### config.mk
export PLATFORM = sky130hd
export DESIGN_NAME = conv1_feed_ctrl_flat
export DESIGN_NICKNAME = d
export VERILOG_FILES = /design/src/rtl/conv1_feed_ctrl_if.sv /design/src/rtl/conv1_feed_ctrl.sv /design/src/flat_wrapper.sv
export SDC_FILE = /design/constraint.sdc
export NUM_CORES = 1
export LEC_CHECK = 0
export ABC_CLOCK_PERIOD_IN_PS = 2330
export CORE_MARGIN = 1.5
export CORE_UTILIZATION = 40
export CTS_BUF_LIST = sky130_fd_sc_hd__clkbuf_16
export DETAILED_ROUTE_END_ITERATION = 10
export GPL_TIMING_DRIVEN = 0
export PLACE_DENSITY_LB_ADDON = 0.25
export SETUP_SLACK_MARGIN = 0.5
export SYNTH_ARGS = -nofsm -noshare
export SYNTH_HDL_FRONTEND = slang
export SYNTH_SLANG_ARGS = --single-unit
### constraint.sdc
create_clock -name clk -period 2.33 [get_ports clk]
set_input_delay 0.3495 -clock clk [delete_from_list [all_inputs] [get_ports clk]]
set_output_delay 0.3495 -clock clk [all_outputs]
set_load 0.02 [all_outputs]
### src/rtl/conv1_feed_ctrl_if.sv
// Frame-memory read port and window-buffer pixel/window strobes shared by
// the conv1 feed controller (master) and the memory/buffer side (slave).
interface conv1_feed_ctrl_if #(
  parameter int A_BITS = 10
) ();
  logic              mem_en;
  logic [A_BITS-1:0] mem_addr;
  logic              mem_data;
  logic              buf_valid_in;
  logic              buf_pixel_in;
  logic              buf_valid_out;

  modport master (
    output mem_en,
    output mem_addr,
    input  mem_data,
    output buf_valid_in,
    output buf_pixel_in,
    input  buf_valid_out
  );

  modport slave (
    input  mem_en,
    input  mem_addr,
    output mem_data,
    input  buf_valid_in,
    input  buf_pixel_in,
    output buf_valid_out
  );
endinterface

### src/rtl/conv1_feed_ctrl.sv
// conv1 feed controller: streams one binarized WIDTH x HEIGHT frame from a
// 1-bit synchronous-read memory into the 3x3 window buffer in raster order,
// counts the windows the buffer produces and reports done / drain timeout.
//
// state  | meaning
// -------+-----------------------------------------------------------------
// IDLE   | waiting for start; window strobes ignored
// STREAM | issuing one memory read per unstalled cycle, addr 0..NPIX-1
// DRAIN  | all reads issued; waiting for the last windows or the timeout
// DONE   | one-cycle done pulse, then back to IDLE
module conv1_feed_ctrl #(
  parameter  int WIDTH         = 28,
  parameter  int HEIGHT        = 28,
  parameter  int DRAIN_TIMEOUT = 16,
  localparam int NPIX          = WIDTH * HEIGHT,
  localparam int NWIN          = (WIDTH - 2) * (HEIGHT - 2),
  localparam int A_BITS        = $clog2(NPIX),
  localparam int W_BITS        = $clog2(NWIN + 1)
) (
  input  logic                  clk,
  input  logic                  rst,
  input  logic                  start,
  input  logic                  stall,
  conv1_feed_ctrl_if.master     bus,
  output logic                  busy,
  output logic                  done,
  output logic                  err,
  output logic [W_BITS-1:0]     win_cnt
);

  localparam int T_BITS = (DRAIN_TIMEOUT > 1) ? $clog2(DRAIN_TIMEOUT) : 1;

  typedef enum logic [1:0] {
    S_IDLE   = 2'd0,
    S_STREAM = 2'd1,
    S_DRAIN  = 2'd2,
    S_DONE   = 2'd3
  } state_t;

  state_t            state;
  logic [A_BITS-1:0] addr;
  logic [W_BITS-1:0] win_q;
  logic [T_BITS-1:0] tcnt;
  logic              rd_pend;
  logic              err_q;
  logic              busy_q;
  logic              done_q;

  logic              issue;
  logic              last_issue;
  logic              win_inc;
  logic [W_BITS-1:0] win_next;
  logic              win_full_next;
  logic              timeout_hit;

  // Issue/count decode: stall gates only new reads, never the data return.
  always_comb begin
    issue         = 1'b0;
    last_issue    = 1'b0;
    win_inc       = 1'b0;
    win_next      = win_q;
    win_full_next = 1'b0;
    timeout_hit   = 1'b0;
    issue      = (state == S_STREAM) && !stall;
    last_issue = issue && (addr == A_BITS'(NPIX - 1));
    // Windows beyond NWIN are dropped silently (saturation).
    win_inc    = ((state == S_STREAM) || (state == S_DRAIN)) &&
                 bus.buf_valid_out && (win_q != W_BITS'(NWIN));
    if (win_inc) begin
      win_next = win_q + W_BITS'(1);
    end
    win_full_next = (win_next == W_BITS'(NWIN));
    timeout_hit   = (tcnt == T_BITS'(DRAIN_TIMEOUT - 1));
  end

  // Sequencer: state, read address, window/timeout counters and status flags.
  always_ff @(posedge clk or posedge rst) begin
    if (rst) begin
      state   <= S_IDLE;
      addr    <= '0;
      win_q   <= '0;
      tcnt    <= '0;
      rd_pend <= 1'b0;
      err_q   <= 1'b0;
      busy_q  <= 1'b0;
      done_q  <= 1'b0;
    end else begin
      rd_pend <= issue;
      done_q  <= 1'b0;
      case (state)
        S_IDLE: begin
          if (start) begin
            state  <= S_STREAM;
            addr   <= '0;
            win_q  <= '0;
            tcnt   <= '0;
            err_q  <= 1'b0;
            busy_q <= 1'b1;
          end
        end
        S_STREAM: begin
          win_q <= win_next;
          if (issue) begin
            addr <= addr + A_BITS'(1);
          end
          if (last_issue) begin
            state <= S_DRAIN;
            tcnt  <= '0;
          end
        end
        S_DRAIN: begin
          win_q <= win_next;
          tcnt  <= tcnt + T_BITS'(1);
          // Window completion wins over a simultaneous timeout.
          if (win_full_next) begin
            state  <= S_DONE;
            done_q <= 1'b1;
          end else if (timeout_hit) begin
            state  <= S_DONE;
            done_q <= 1'b1;
            err_q  <= 1'b1;
          end
        end
        S_DONE: begin
          // start is not looked at here; it must be seen again in IDLE.
          state  <= S_IDLE;
          busy_q <= 1'b0;
        end
        default: begin
          state  <= S_IDLE;
          busy_q <= 1'b0;
        end
      endcase
    end
  end

  assign bus.mem_en       = issue;
  assign bus.mem_addr     = issue ? addr : '0;
  assign bus.buf_valid_in = rd_pend;
  // Gated so the pixel line is quiet whenever no read is returning.
  assign bus.buf_pixel_in = rd_pend & bus.mem_data;
  assign busy             = busy_q;
  assign done             = done_q;
  assign err              = err_q;
  assign win_cnt          = win_q;

endmodule

### src/flat_wrapper.sv
// flat-port wrapper written by rule: the top's interface ports become plain ports
module conv1_feed_ctrl_flat 
#(
  parameter  int WIDTH         = 28,
  parameter  int HEIGHT        = 28,
  parameter  int DRAIN_TIMEOUT = 16,
  localparam int NPIX          = WIDTH * HEIGHT,
  localparam int NWIN          = (WIDTH - 2) * (HEIGHT - 2),
  localparam int A_BITS        = $clog2(NPIX),
  localparam int W_BITS        = $clog2(NWIN + 1)
)
  (clk, rst, start, stall, busy, done, err, win_cnt, bus_mem_en, bus_mem_addr, bus_mem_data, bus_buf_valid_in, bus_buf_pixel_in, bus_buf_valid_out);
  conv1_feed_ctrl_if #(.A_BITS(($clog2((WIDTH * HEIGHT))))) bus_i ();
  input  logic clk;
  input  logic rst;
  input  logic start;
  input  logic stall;
  output logic busy;
  output logic done;
  output logic err;
  output logic [W_BITS-1:0] win_cnt;
  output wire logic [$bits(bus_i.mem_en)-1:0] bus_mem_en;
  output wire logic [$bits(bus_i.mem_addr)-1:0] bus_mem_addr;
  input wire logic [$bits(bus_i.mem_data)-1:0] bus_mem_data;
  output wire logic [$bits(bus_i.buf_valid_in)-1:0] bus_buf_valid_in;
  output wire logic [$bits(bus_i.buf_pixel_in)-1:0] bus_buf_pixel_in;
  input wire logic [$bits(bus_i.buf_valid_out)-1:0] bus_buf_valid_out;
  assign bus_mem_en = bus_i.mem_en;
  assign bus_mem_addr = bus_i.mem_addr;
  assign bus_i.mem_data = bus_mem_data;
  assign bus_buf_valid_in = bus_i.buf_valid_in;
  assign bus_buf_pixel_in = bus_i.buf_pixel_in;
  assign bus_i.buf_valid_out = bus_buf_valid_out;
  conv1_feed_ctrl #(.WIDTH(WIDTH), .HEIGHT(HEIGHT), .DRAIN_TIMEOUT(DRAIN_TIMEOUT)) u_core (.clk(clk), .rst(rst), .start(start), .stall(stall), .bus(bus_i), .busy(busy), .done(done), .err(err), .win_cnt(win_cnt));
endmodule
==> flow_summary.yaml <==
yosys:
  async_reset_ff_frac: 1.00
  synth.area.top_cells: "dfrtp_1 (36%), ha_1 (4.9%), o21ai_0 (4.4%)"
  syn-num-nets: 240
  synth_cell_types: 54
  synth.cell_area_um2: 2060
  syn_avg_cell_area_um2: 9.11
  yosys.area.top_type: "dfrtp_1"
  synth.most_common_cell: "dfrtp_1"
  synth_ff_type: "dfrtp_1"
  syn_inst: 226
  netlist_top_cells_count: "dfrtp_1 (30), nand2_1 (23), o21ai_0 (18), nor2_1 (17), and2_1 (14)"
  synth_edf_count: 0
  synth-seq-area-share: 0.365
  ys_ff_latch: 30
  yosysWarnings: 0
  synth_top_area_share: 0.365
clock_tree:
  root_buffer: "clkbuf_16"
  cts_tree: "done"
  ctsHoldBuffers: 0
  cts_sinks: 30
  htree_levels: 2
  clk_latency_ns: 0.27
  clk_pin_slew_ns: 0.05
  cts_buffers: 5
  max-clock-path-buffers: 2
floorplan:
  fp-row-count: 25
  io_pins: 32
  die_h_um: 74.7
  initial_core_util: 0.425
  dieArea_um2: 5580
  core_um2: 4850
  die_width_um: 74.7
detailed_routing:
  drtPass1Iterations: 4
  drt_iter0_markers: 164
  vias: 1982
  routed_wl_um: 5550
  post_drt_via_cell_ratio: 5.37
  final_antenna_net_count: 0
  wire_per_inst_um: 15.0
  drc: 0
worst_setup_path:
  crit_path_max_incr_delay_ns: 0.39
  regToRegSetupSlack_ns: 0.32
  cpLargestDelayFamily: "simple AND/OR/NAND/NOR gates"
  crit_type: "reg2reg"
  cp.arrival_ns: 2.16
  critPathBufInv: 3
  crit_top_cell: "and4_4"
  setup.worst_path.start_class: "flip-flop"
  cp_num_cells: 9
  worstRegToRegCells: 9
  crit_path_end: "u_core.win_cnt[8]"
  r2r_start: "u_core.state[0]"
  cpMaxStageDelayCell: "dfrtp_1"
  critical_path.startpoint: "u_core.state[0]"
  worst-path-max-fanout: 5
  cp_data_required_time_ns: 2.48
  end_kind: "flip-flop"
  rr_endpoint: "u_core.win_cnt[8]"
  path_cells: "inv_2 -> ha_4 -> and4_4 -> and4_4 -> buf_4 -> buf_6 -> and3_4 -> xnor2_1 -> o21ai_1"
sta:
  clock.fmax_ghz: 0.497
  setup_tns_ns: 0
  rsz0062_at_grt: "true"
  fin_crit_sh: 0.863
  worst_pin_slew_ns: 0.428
  fin_crit_ns: 2.01
  skew_ns: 0.00252
  max_slew_margin: 0.711
  drv_slew: 0
  setup_viol: 0
  hold_viol_final: 0
  whs_ns: 0.324
cells_and_area:
  diodes: 0
  nets: 315
  area_growth_pct: 52.6
  fin_area_um2: 3140
  layout-drive-gt1-share: 0.381
  stdcell_count: 369
power_and_ir_drop:
  power.total_mw: 3.07
  power_density_nw_per_um2: 977
  peakVddDrop_uv: 680
  leakage_nw: 1.40
grt:
  antenna_found_initial: 0
  gr-total-overflow: 0
  grt_pass1_wl_um: 8820
  grt_pass1_vias: 1915
  grt_max_degree: 31
  grt_util_all_layers: 0.204
placement:
  hpwl_um: 3230
  portBuffers: 31
  gp_congestion: 0.802
  placed_cell_area_um2: 2490
  numPlacedInstances: 324
outcome:
  outcome: "complete, no violations"
min_path:
  hold_path_class: "in2async"
job:
  maxCapViolations: 0
## routing by layer
layer  share of wire  vias up  global-route usage
li1                -      960                   -
met1            0.42      959               0.258
met2            0.51       49               0.355
met3           0.046       14              0.0415
met4           0.023        0              0.0545
met5               0        -                   0
## what timing repair did
item                       CTS  global route
setup buffers               23            12
setup endpoints to repair   31            34
cloned                       1             0
pin swaps                   18            15
gates resized for setup     86            31
## state kept, by name, indices dropped and copies added, names as in the netlist
signal,flops
u_core.tcnt,4
u_core.win_cnt,10
u_core.err,1
u_core.addr,10
u_core.bus.buf_valid_in,1
u_core.done,1
u_core.busy,1
u_core.state,2
## final cells by class
cell class | instances | area [um^2]
flip-flops and latches | 30 | 756
multi-input cells | 177 | 1460
clock buffers | 5 | 125
clock inverters | 3 | 12.5
repair buffers | 68 | 602
fillers | 384 | 1710
inverters | 9 | 36.3
well taps | 67 | 83.8
plain buffers | 10 | 70.1
## cell usage in the layout (no fill, tap or decap), types with 3 or more instances in the layout
cell | netlist | final
ha_1 | 8 | 4
and2_1 | 14 | 13
nor2_1 | 17 | 17
nand4_1 | 4 | 4
dfrtp_2 | 0 | 4
inv_1 | 9 | 5
a21oi_1 | 3 | 3
a31oi_1 | 5 | 3
clkbuf_16 | 0 | 5
nand3_1 | 10 | 9
buf_4 | 0 | 43
inv_2 | 0 | 3
nor3_1 | 5 | 4
a22o_1 | 3 | 3
buf_6 | 1 | 5
and3_4 | 1 | 5
nand2b_1 | 5 | 4
a21o_1 | 4 | 4
xnor2_1 | 3 | 3
o31ai_1 | 4 | 3
mux2i_1 | 5 | 3
a211oi_4 | 0 | 3
dfrtp_1 | 30 | 26
nand2_1 | 23 | 22
clkdlybuf4s50_1 | 0 | 17
ha_4 | 0 | 3
buf_2 | 5 | 4
xor2_1 | 6 | 6
o21ai_1 | 2 | 10
o21ai_0 | 18 | 9
## cells by family after synthesis
family                     Yosys count  synth area share
DFF                                 30             0.365
buffers and inverters               19            0.0413
AOI/OAI and AO/OA                   55             0.200
adders and majority gates            8            0.0486
and+or+nand+nor                    100             0.283
xor gates and xnor gates             9            0.0383
muxes                                5            0.0243
## worst min path at each step
stage,depth (start not counted),endpoint,start
floorplan,1,u_core.addr[0],rst
global placement,2,u_core.busy,u_core.busy
detailed placement,2,u_core.busy,u_core.busy
CTS,2,u_core.busy,u_core.busy
global route,2,u_core.win_cnt[5],rst
finish,2,u_core.win_cnt[5],rst
## power breakdown
group          internal [mW]  leakage (nW)  switching (mW)
sequential             0.612         0.403          0.0899
clock                  0.385        0.0724           0.220
combinational          0.818         0.922           0.943
## per-stage QoR
stage	setup WS, ns	util
after floorplan	0.466	-
after global placement	-0.0137	0.514
after detailed placement	-0.0338	0.514
after CTS	0.361	0.602
after global routing	0.207	0.648
final	0.319	0.648
No activity file was read; power rests on OpenSTA's default activity.
